[config.mk]
export PLATFORM = sky130hd
export DESIGN_NAME = alu_multicycle
export DESIGN_NICKNAME = d
export VERILOG_FILES = /design/src/rtl/alu_multicycle.sv
export SDC_FILE = /design/constraint.sdc
export NUM_CORES = 1
export LEC_CHECK = 0
export ABC_AREA = 1
export BUFFER_PORTS_ARGS = -buffer_cell sky130_fd_sc_hd__buf_2
export CAP_MARGIN = 10
export CORE_MARGIN = 2
export CORE_UTILIZATION = 49
export DETAILED_ROUTE_END_ITERATION = 10
export PLACE_DENSITY = 0.68
export SYNTH_ARGS = -nofsm -noshare
export SYNTH_HDL_FRONTEND = slang
export SYNTH_SLANG_ARGS = --single-unit
[constraint.sdc]
create_clock -name clk -period 3.7 [get_ports clk]
set_input_delay 0.925 -clock clk [delete_from_list [all_inputs] [get_ports clk]]
set_output_delay 0.925 -clock clk [all_outputs]
set_load 0.005 [all_outputs]
[src/rtl/alu_multicycle.sv]
// Multi-cycle ALU: single-cycle logic/arithmetic, bit-serial shifts, optional shift-add multiply.
// Define ALU_MUL_EN to build the MUL state and datapath; otherwise code 1000 behaves as undefined.
module alu_multicycle #(
  parameter int unsigned DATA_WIDTH = 32
) (
  input  logic                  clk,
  input  logic                  reset,
  input  logic                  start_i,
  input  logic [3:0]            alu_operation_i,
  input  logic [DATA_WIDTH-1:0] a_i,
  input  logic [DATA_WIDTH-1:0] b_i,
  output logic [DATA_WIDTH-1:0] result_o,
  output logic                  zero_o,
  output logic                  busy_o,
  output logic                  done_o
);

  localparam int unsigned SHW = $clog2(DATA_WIDTH);
  localparam int unsigned CW  = SHW + 1;

  typedef enum logic [3:0] {
    OP_ADD = 4'h0,
    OP_SUB = 4'h1,
    OP_AND = 4'h2,
    OP_OR  = 4'h3,
    OP_XOR = 4'h4,
    OP_SLL = 4'h5,
    OP_SRL = 4'h6,
    OP_SRA = 4'h7,
    OP_MUL = 4'h8,
    OP_SLT = 4'h9
  } op_e;

`ifdef ALU_MUL_EN
  typedef enum logic [1:0] {S_IDLE, S_SHIFT, S_MUL, S_DONE} state_e;
`else
  typedef enum logic [1:0] {S_IDLE, S_SHIFT, S_DONE} state_e;
`endif

  state_e                state_q, state_d;
  logic [3:0]            op_q, op_d;
  logic [DATA_WIDTH-1:0] work_q, work_d;
  logic [CW-1:0]         cnt_q, cnt_d;
  logic [DATA_WIDTH-1:0] res_d;
  logic                  done_d;
  logic [DATA_WIDTH-1:0] shifted;
`ifdef ALU_MUL_EN
  logic [DATA_WIDTH-1:0] acc_q, acc_d, mcand_q, mcand_d, mplier_q, mplier_d;
  logic [DATA_WIDTH-1:0] acc_sum;
`endif

  always_comb begin
    state_d = state_q;
    op_d    = op_q;
    work_d  = work_q;
    cnt_d   = cnt_q;
    res_d   = result_o;
    done_d  = 1'b0;
`ifdef ALU_MUL_EN
    acc_d    = acc_q;
    mcand_d  = mcand_q;
    mplier_d = mplier_q;
    acc_sum  = acc_q + (mplier_q[0] ? mcand_q : '0);
`endif

    case (op_q)
      OP_SLL:  shifted = work_q << 1;
      OP_SRL:  shifted = work_q >> 1;
      default: shifted = {work_q[DATA_WIDTH-1], work_q[DATA_WIDTH-1:1]};
    endcase

    case (state_q)
      S_IDLE, S_DONE: begin
        if (start_i) begin
          op_d    = alu_operation_i;
          work_d  = a_i;
          state_d = S_DONE;
          done_d  = 1'b1;
          case (alu_operation_i)
            OP_ADD: res_d = a_i + b_i;
            OP_SUB: res_d = a_i - b_i;
            OP_AND: res_d = a_i & b_i;
            OP_OR:  res_d = a_i | b_i;
            OP_XOR: res_d = a_i ^ b_i;
            OP_SLT: begin
              res_d    = '0;
              res_d[0] = ($signed(a_i) < $signed(b_i));
            end
            OP_SLL, OP_SRL, OP_SRA: begin
              cnt_d = CW'(b_i[SHW-1:0]);
              // A zero amount completes immediately with the unshifted operand
              if (b_i[SHW-1:0] == '0) begin
                res_d = a_i;
              end else begin
                state_d = S_SHIFT;
                done_d  = 1'b0;
              end
            end
`ifdef ALU_MUL_EN
            OP_MUL: begin
              acc_d    = '0;
              mcand_d  = a_i;
              mplier_d = b_i;
              cnt_d    = CW'(DATA_WIDTH);
              state_d  = S_MUL;
              done_d   = 1'b0;
            end
`endif
            default: res_d = '0;
          endcase
        end else if (state_q == S_DONE) begin
          state_d = S_IDLE;
        end
      end
      S_SHIFT: begin
        work_d = shifted;
        cnt_d  = cnt_q - CW'(1);
        if (cnt_q == CW'(1)) begin
          res_d   = shifted;
          done_d  = 1'b1;
          state_d = S_DONE;
        end
      end
`ifdef ALU_MUL_EN
      S_MUL: begin
        acc_d    = acc_sum;
        mcand_d  = mcand_q << 1;
        mplier_d = mplier_q >> 1;
        cnt_d    = cnt_q - CW'(1);
        if (cnt_q == CW'(1)) begin
          res_d   = acc_sum;
          done_d  = 1'b1;
          state_d = S_DONE;
        end
      end
`endif
      default: state_d = S_IDLE;
    endcase
  end

  always_ff @(posedge clk or posedge reset) begin
    if (reset) begin
      state_q  <= S_IDLE;
      op_q     <= '0;
      work_q   <= '0;
      cnt_q    <= '0;
      result_o <= '0;
      zero_o   <= 1'b1;
      done_o   <= 1'b0;
`ifdef ALU_MUL_EN
      acc_q    <= '0;
      mcand_q  <= '0;
      mplier_q <= '0;
`endif
    end else begin
      state_q  <= state_d;
      op_q     <= op_d;
      work_q   <= work_d;
      cnt_q    <= cnt_d;
      result_o <= res_d;
      zero_o   <= (res_d == '0);
      done_o   <= done_d;
`ifdef ALU_MUL_EN
      acc_q    <= acc_d;
      mcand_q  <= mcand_d;
      mplier_q <= mplier_d;
`endif
    end
  end

`ifdef ALU_MUL_EN
  assign busy_o = (state_q == S_SHIFT) || (state_q == S_MUL);
`else
  assign busy_o = (state_q == S_SHIFT);
`endif

endmodule

==> results.py, run 1 <==
metrics = {
    "outcome": {
        "status": "finished clean",
    },
    "floorplan": {
        "io_pins": 106,
        "initial_core_util_pct": 49.8,
        "rows": 56,
        "core_sq_um": 23500,
        "die_h_um": 158,
        "dieArea_sq_um": 25100,
        "dieWidth_um": 158,
    },
    "routing": {
        "wl_per_cell_um": 18.4,
        "drc": 0,
        "vias_per_cell": 5.57,
        "drt-pass1-iter-count": 8,
        "drtAntennaViolNets": 0,
        "vias": 14400,
        "totalWireLength_um": 47700,
        "drt-initial-drc-count": 1621,
    },
    "cells_and_area": {
        "area_delta_synth_final_pct": 16.4,
        "layout.nets": 2436,
        "antennaDiodeCount": 0,
        "final_util_pct": 58.0,
        "drive_gt1_share_pct": 13.5,
    },
    "timing": {
        "hold_viol": 0,
        "maxSlewHeadroom_pct": 57.4,
        "hold_ws_ps": 504,
        "skew_ps": 7.78,
        "fin_crit_ps": 3560,
        "drv_slew": 0,
        "setup_viol": 0,
        "fmax_mhz": 281,
        "fin_crit_sh_pct": 96.2,
        "worstMarginPinSlew_ps": 639,
    },
    "cts": {
        "cts_made_buffers": 9,
        "htree_levels": 3,
        "tritoncts": "done",
        "cts_sinks": 78,
        "hold_buffers": 0,
        "clkLatencyLatePin_ps": 330,
        "cts.clk_slew.worst_paths_ps": 60,
        "cts_root_buf": "clkbuf_16",
        "clockBufferDepth": 2,
    },
    "worst_setup_path": {
        "critPathSlowestCell": "fa_1",
        "critPathKind": "primary input to register",
        "critPathMostFrequentCell": "nand2_1",
        "crit_chain": "buf_2 -> inv_1 -> ha_1 -> fa_1 -> inv_2 -> nand2_1 -> nand3_2 -> nand2_1 -> nand2_1 -> buf_4 -> nand2_1 -> nand2_2 -> nand4_1 -> nand2_1 -> nand2_1 -> nand3_1 -> nand2_1 -> nand2_1 -> nand2_1 -> nand2_1 -> nand2_1 -> nor2_2 -> nand3_1 -> nor2_1",
        "cp.required_ps": 3960,
        "arrival_ps": 3820,
        "critical_path.max_stage_delay_ps": 410,
        "worstPathMaxFanout": 4,
        "startpoint_type": "primary input",
        "end_kind": "register",
    },
    "logic_synthesis": {
        "synth_edf_count": 0,
        "syn_inst": 2077,
        "synth_area_leader_cell": "nand2_1",
        "yosysUniqueCellTypes": 49,
        "syn_nets": 2253,
        "synth_top_area_share_pct": 21.6,
        "synth-seq-cells": 78,
        "synth_area_sq_um": 11700,
        "synth-main-ff-cell": "dfrtp_1",
        "ys_warn_count": 0,
        "synthArstFlopShare_pct": 100,
        "postSynthAreaPerCell_sq_um": 5.63,
        "yosysSeqAreaShare_pct": 16.7,
        "yosys-top-cells-area": "nand2_1, dfrtp_1, inv_1",
    },
    "global_route": {
        "grt_overflow": 0,
        "grt_usage_pct": 38.2,
        "antenna_found_initial": 0,
        "grt_first_pass_wirelength_um": 72300,
        "grt_max_degree": 79,
        "grt_pass1_vias": 13200,
    },
    "min_path": {
        "hold_path.class": "register to register",
    },
    "place": {
        "gp_congestion": 1.05,
        "io_buffers": 105,
        "hpwl_um": 39500,
    },
    "power": {
        "p_leak_nw": 7.84,
        "total_power_mw": 5.15,
        "power_density_nw_per_um2": 378,
        "ir_drop_mv": 0.527,
    },
    "job": {
        "drv_cap": 0,
    },
}
==> synthesized netlist by cell type, types with 2 or more instances <==
cell,n
o2111ai_1,10
nand4_1,45
o21a_1,4
clkbuf_1,21
nor2_2,9
o21ai_0,90
o311ai_0,5
buf_1,2
o221ai_1,5
nand2_2,5
o211ai_1,55
nand3_1,146
and2_1,4
a21oi_1,106
nand3_2,5
dfrtp_1,77
nor3_2,2
inv_1,403
nor2_1,152
nor3_1,12
a21o_1,3
buf_4,7
o21bai_1,6
o21ai_1,7
or2_2,4
buf_6,6
ha_1,103
nand2_1,674
o22ai_1,32
nand3b_1,6
nor4_1,2
buf_2,42
inv_2,10
fa_1,2
==> registers in the layout (all words and copies together), names as in the netlist <==
register  cells
state_q       2
done_o        1
zero_o        1
result_o     32
op_q          4
cnt_q         6
work_q       32
==> power by group <==
group          total [mW]  leakage (nW)  switching [mW]  internal (mW)
clock network       0.849         0.132           0.325          0.524
registers            1.42         0.950           0.237           1.18
logic                2.88          6.76            1.87           1.01
total                5.15          7.84            2.43           2.72
==> final timing paths <==
| kind | start | endpoint | slack [ps] | cells after the start |
|---|---|---|---|---|
| max | a_i[0] | zero_o | 140 | 24 |
| min | work_q[11] | work_q[11] | 500 | 1 |
| max reg2reg | op_q[3] | zero_o | 940 | 12 |
| min reg2reg | work_q[11] | work_q[11] | 500 | 1 |
| max in group asynchronous | reset | zero_o | 2670 | 3 |
| min in group asynchronous | reset | work_q[26] | 670 | 3 |
==> final cells by class <==
cell class | count | area [sq um]
Clock inverter | 1 | 30.0
Tap cell | 319 | 399
Clock buffer | 15 | 248
Sequential cell | 78 | 1950
Timing Repair Buffer | 252 | 1650
Inverter | 414 | 1560
Fill cell | 2478 | 9860
Multi-Input combinational cell | 1505 | 7770
==> cell families (layout without fill, tap and decap cells) <==
kind of cell | after synthesis | in the layout | share of synthesized area, %
AOI/OAI and AO/OA | 330 | 330 | 16.7
DFF | 78 | 78 | 16.7
adders and majority gates | 105 | 105 | 11.4
xor gates and xnor gates | 1 | 1 | 0.0749
and+or+nand+nor | 1069 | 1069 | 38.2
buffers and inverters | 494 | 682 | 17.0
==> through the flow <==
stage	cell area (sq um)	TNS [ps]	cells	setup slack, ps
5_1_grt	13600	-12.6	2584	-12.6
6_report	13600	0	2584	142
3_5_place_dp	13300	-234	2567	-234
2_1_floorplan	11700	0	2077	782
4_1_cts	13600	0	2583	107
3_3_place_gp	13300	-211	2567	-211
==> routing by layer <==
layer	vias up	GRT usage, %	part of all wire, %
li1	6939	-	-
met1	6513	54.0	42
met2	854	56.9	41
met3	97	8.85	13
met4	0	13.1	3.4
met5	-	0	0
==> critical path: cells and delay by family <==
family,cells,cell delay (ps)
fa+ha+maj,2,660
buf+inv,4,480
simple gates,18,1760
==> layout by cell type (no fill, tap or decap), drive strengths merged, types with 2 or more instances in the layout <==
cell,Yosys,final
o22ai,32,32
a21oi,106,106
nand4,45,45
dfrtp,77,77
nor4,2,2
o221ai,5,5
nand3b,6,6
clkinv,1,2
and2,4,4
o21a,4,4
or2,5,5
o2111ai,10,10
nand2,679,679
nand3,151,151
clkbuf,22,15
fa,2,2
inv,413,412
a21o,3,3
o311ai,5,5
nor3,14,14
nor2,162,162
o21ai,97,97
buf,57,252
o21bai,6,6
o211ai,55,55
ha,103,103
==> timing repair <==
item	in CTS	in global routing
gates resized for setup	0	4
endpoints found under the hold margin	0	0
endpoints found under the setup margin	0	1
buffers inserted	0	1
Power figures use the tool's default switching activity.
==> run 2, diff against run 1 <==
--- a/config.mk
+++ b/config.mk
@@ -7,7 +7,8 @@
 export LEC_CHECK = 0
 export ABC_AREA = 1
+export ABC_CLOCK_PERIOD_IN_PS = 3700
 export BUFFER_PORTS_ARGS = -buffer_cell sky130_fd_sc_hd__buf_2
 export CAP_MARGIN = 10
-export CORE_MARGIN = 2
+export CORE_MARGIN = 8
 export CORE_UTILIZATION = 49
 export DETAILED_ROUTE_END_ITERATION = 10
==> constraint.sdc (replaced) <==
create_clock -name clk -period 3.7 [get_ports clk]
set_input_delay 0.185 -clock clk [delete_from_list [all_inputs] [get_ports clk]]
set_output_delay 0.185 -clock clk [all_outputs]
set_load 0.005 [all_outputs]
==> run 2 against run 1 <==
The flow now finishes with violations (hold timing). Via count down 3.2%. Wire length up 2.4%. Clock skew up 1.9 ps. Hold slack worse by 500 ps. Final cell count down 4.6%. Die area up 16%. Flip-flop and latch count unchanged. Global-route usage down 5.2 points. Critical path type unchanged. Critical endpoint unchanged.
==> results.py, run 2 (synthesis gave the netlist of run 1 again) <==
metrics = {
    "routing": {
        "vias_per_cell": 5.65,
        "vias": 13900,
        "totalWireLength_um": 48800,
        "drc": 0,
        "drtAntennaViolNets": 0,
        "wl_per_cell_um": 19.8,
        "drt-pass1-iter-count": 8,
        "drt-initial-drc-count": 1683,
    },
    "floorplan": {
        "dieWidth_um": 170,
        "die_h_um": 170,
        "dieArea_sq_um": 29100,
        "rows": 56,
        "initial_core_util_pct": 49.8,
        "core_sq_um": 23500,
        "io_pins": 106,
    },
    "cells_and_area": {
        "area_delta_synth_final_pct": 9.05,
        "layout.nets": 2317,
        "top_regs": "result_o: 32 flops, work_q: 32 flops, cnt_q: 6 flops",
        "drive_gt1_share_pct": 8.71,
        "layout_common_cells": "nand2_1, inv_1, nor2_1",
        "antennaDiodeCount": 0,
        "final_common_cell": "nand2_1",
    },
    "global_route": {
        "grt_usage_pct": 33.0,
        "grt_first_pass_wirelength_um": 73800,
        "grt_pass1_vias": 12900,
        "antenna_found_initial": 0,
        "grt_max_degree": 49,
        "grt_overflow": 0,
    },
    "worst_setup_path": {
        "cp.required_ps": 3980,
        "startpoint_type": "primary input",
        "end_kind": "register",
        "arrival_ps": 3140,
        "worstPathMaxFanout": 4,
        "reg2reg_depth": 12,
        "critPathKind": "primary input to register",
    },
    "outcome": {
        "status": "finished, violations left",
        "violations": "hold timing",
    },
    "cts": {
        "clkLatencyLatePin_ps": 340,
        "cts_root_buf": "clkbuf_16",
        "cts_resized": 0,
        "clockBufferDepth": 2,
        "cts_made_buffers": 9,
        "tritoncts": "done",
        "cts_sinks": 78,
        "htree_levels": 3,
        "cts.clk_slew.worst_paths_ps": 60,
        "cts_setup_buffers": 0,
        "hold_buffers": 0,
    },
    "place": {
        "gp_congestion": 0.991,
        "hpwl_um": 40000,
        "io_buffers": 105,
    },
    "power": {
        "total_power_mw": 5.15,
        "power_density_nw_per_um2": 404,
        "ir_drop_mv": 0.593,
        "p_leak_nw": 7.29,
    },
    "timing": {
        "hold_viol": 1,
        "drv_slew": 0,
        "fin_crit_sh_pct": 77.4,
        "worstMarginPinSlew_ps": 877,
        "fmax_mhz": 349,
        "rsz0062_at_grt": "false",
        "tns_ps": 0,
        "hold_ws_ps": -0.803,
        "fin_crit_ps": 2860,
        "maxSlewHeadroom_pct": 41.5,
        "setup_viol": 0,
        "skew_ps": 9.69,
    },
    "job": {
        "drv_cap": 0,
    },
    "min_path": {
        "hold_path.class": "primary input to asynchronous set/reset pin",
    },
}
==> run 2: final timing paths <==
path | from | end | slack [ps]
setup / recovery | a_i[0] | zero_o | 840
hold / removal | reset | result_o[29] | -0.8
setup reg to reg | op_q[3] | zero_o | 880
hold reg to reg | op_q[3] | op_q[3] | 490
max in group asynchronous | reset | work_q[16] | 2760
min in group clk | alu_operation_i[0] | op_q[0] | 180
==> run 2: per-stage QoR <==
step | cell area [sq um] | std cells | setup WS, ps | utilization [%] | hold slack [ps]
after floorplan | 11700 | 2077 | 1520 | - | 306
after global placement | 12400 | 2449 | 505 | 52.9 | 375
after detailed placement | 12400 | 2449 | 526 | 52.9 | 385
after CTS | 12800 | 2465 | 868 | 54.3 | 28.6
after global routing | 12800 | 2465 | 575 | 54.3 | 74.3
final | 12800 | 2465 | 837 | 54.3 | -0.803
==> run 2: area by class of cell <==
type	count	area [sq um]
inverter	414	1560
multi-input combinational	1505	7760
timing repair buffer	133	748
sequential	78	1950
fill	2544	10700
tap	319	399
clock buffer	13	270
clock inverter	3	65.1
==> run 2: report_power, final <==
group	internal, mW	leakage, nW	switching, mW
Clock	0.645	0.166	0.345
Combinational	0.867	6.18	1.86
Sequential	1.18	0.950	0.250
==> run 2: per-layer routing <==
| layer | track usage (%) | up-vias | part of all wire (%) |
|---|---|---|---|
| met5 | 0 | - | 0 |
| met4 | 9.34 | 0 | 2.4 |
| met3 | 5.14 | 77 | 10 |
| met2 | 49.7 | 691 | 42 |
| met1 | 47.8 | 6465 | 45 |
| li1 | - | 6702 | - |
==> run 2: worst max-delay path, stage by stage <==
cell and delay [ps]:
buf_2 130, ha_1 340, inv_1 140, fa_1 430
inv_1 140, nand3_1 80, nand3_1 140, nand2_1 70
nand2_1 60, o21ai_0 130, inv_1 90, nand3_1 70
o21ai_1 150, nand2_1 60, nor2_1 170, nand3b_1 140
nor3_1 370, nand3_1 130, nor2_1 120
==> run 3, diff against run 2 <==
- ABC_CLOCK_PERIOD_IN_PS: 3700 -> 2800
- clock period: 3.7 -> 2.8 ns (I/O delays scaled with it)
==> run 3 against run 2 <==
Design area rose by 9.2%. The run now ends clean. Global-route usage rose by 0.27 points. Largest cell class unchanged. Via count rose by 4.6%.
==> results.py, run 3 (synthesis gave the netlist of run 1 again) <==
metrics = {
    "timing": {
        "tns_ps": 0,
        "fin_crit_ps": 2570,
        "fmax_mhz": 389,
        "skew_ps": 6.12,
        "drv_slew": 0,
        "hold_viol": 0,
        "setup_viol": 0,
        "fin_ws_ps": 230,
        "fin_crit_sh_pct": 91.8,
        "maxSlewHeadroom_pct": 51.5,
        "worstMarginPinSlew_ps": 727,
        "rsz0062_at_grt": "false",
    },
    "routing": {
        "vias_per_cell": 5.56,
        "drt-initial-drc-count": 1903,
        "drt-pass1-iter-count": 6,
        "drtAntennaViolNets": 0,
        "totalWireLength_um": 49000,
        "vias": 14600,
        "drc": 0,
        "wl_per_cell_um": 18.7,
    },
    "place": {
        "hpwl_um": 41300,
        "dp.cells": 2605,
        "gp_congestion": 1.08,
        "io_buffers": 105,
        "dp_slack_ps": -116,
    },
    "cts": {
        "clockBufferDepth": 2,
        "cts_made_buffers": 9,
        "cts_sinks": 78,
        "cts_setup_buffers": 0,
        "cts_root_buf": "clkbuf_16",
        "tritoncts": "done",
        "htree_levels": 3,
        "clkLatencyLatePin_ps": 340,
        "cts.clk_slew.worst_paths_ps": 60,
    },
    "floorplan": {
        "core_sq_um": 23500,
        "io_pins": 106,
        "dieWidth_um": 170,
        "initial_core_util_pct": 49.8,
        "rows": 56,
        "dieArea_sq_um": 29100,
        "die_h_um": 170,
    },
    "job": {
        "drv_cap": 0,
    },
    "worst_setup_path": {
        "startpoint_type": "primary input",
        "critPathKind": "primary input to register",
        "cp.required_ps": 3080,
        "critPathLaunch": "a_i[0]",
        "worstPathMaxFanout": 4,
        "rr_startpoint": "cnt_q[1]",
        "end_kind": "register",
        "arrival_ps": 2850,
    },
    "min_path": {
        "hold_path.class": "primary input to register",
        "holdCritStartpoint": "a_i[31]",
    },
    "power": {
        "power_density_nw_per_um2": 496,
        "p_seq_share_pct": 27.2,
        "ir_drop_mv": 0.616,
        "total_switching_power_mw": 3.25,
        "sw_frac_of_total_pct": 47.1,
        "clkPwrFrac_pct": 15.9,
        "pwr-share-comb_pct": 56.9,
        "p_leak_nw": 8.03,
        "internal_power_mw": 3.65,
        "total_power_mw": 6.90,
    },
    "cells_and_area": {
        "instances_no_fill": 2620,
        "antennaDiodeCount": 0,
        "multi_input_area_sq_um": 7770,
        "seq_area_sq_um": 1950,
        "final_common_cell": "nand2_1",
        "area_delta_synth_final_pct": 19.1,
        "layout.nets": 2474,
        "fillers": 2412,
        "drive_gt1_share_pct": 15.0,
        "final_util_pct": 59.3,
        "top_regs": "result_o: 32 flops, work_q: 32 flops, cnt_q: 6 flops",
        "layout_common_cells": "nand2_1, inv_1, buf_4",
    },
    "global_route": {
        "grt_overflow": 0,
        "grt_first_pass_wirelength_um": 74500,
        "grt_max_degree": 49,
        "grt_usage_pct": 33.3,
        "grt_pass1_vias": 13400,
        "antenna_found_initial": 0,
    },
    "outcome": {
        "status": "finished clean",
    },
}
run 3: changes by cell type in the layout (fill, tap and decap cells not counted):
cell	before	now
nand3_2	6	7
nor2_2	9	10
ha_2	0	2
ha_1	103	101
buf_12	1	4
nand3_1	145	144
nor2_1	152	151
buf_4	27	180
bufinv_16	2	0
dlygate4sd3_1	0	1
run 3: routing by layer:
metal  GRT usage [%]  vias up  routed length, um
li1                -     7009                  -
met1            47.9     6655              21700
met2            49.5      835              20500
met3            6.52       74               5670
met4            9.23        0               1150
met5               0        -                  0
run 3: worst paths after layout:
path | cells after the start | endpoint | slack, ps
setup / recovery | 20 | zero_o | 230
hold / removal | 3 | work_q[31] | 190
setup reg to reg | 13 | zero_o | 290
hold reg to reg | 2 | op_q[3] | 490
max in group asynchronous | 4 | cnt_q[1] | 1700
min in group asynchronous | 3 | result_o[29] | 450
run 3: critical path, stage by stage:
cell,delay [ps]
buf_2,140
ha_1,180
inv_1,80
fa_1,440
inv_1,150
nand2_1,90
nand3_1,160
nand3_1,120
nand2_1,100
buf_4,130
nand3_1,100
nand2_1,110
nand2_1,50
nand3_1,130
nand4_1,170
nand2_1,100
nand2_1,70
nor2_2,170
nand3_1,130
nor2_1,120
run 3: stage by stage:
stage               area, sq um  hold WS [ps]
detailed placement        13600           273
CTS                       13900           180
global route              13900           206
floorplan                 11700           261
global placement          13600           269
finish                    13900           189
run 3: power groups by stage:
stage               Combinational, mW  Sequential [mW]  Clock, mW
finish                           3.93             1.88       1.10
global route                     4.35             1.92       1.14
CTS                              3.83             1.86       1.11
detailed placement               3.80             1.88          0
global placement                 3.75             1.87          0
floorplan                        2.34             1.81          0
run 3: cell type report:
class / count / area share [%]
clock inverter: 1 / 0.0359
clock buffer: 13 / 1.94
inverter: 414 / 11.2
sequential: 78 / 14.0
timing repair buffer: 290 / 14.1
multi-input combinational: 1505 / 55.8
tap: 319 / 2.87
run 3: repair_timing:
action                                  CTS  global route
resized for setup                         0             4
hold endpoints to repair                 38             0
endpoints found under the setup margin    0             1
hold buffers                              1             0
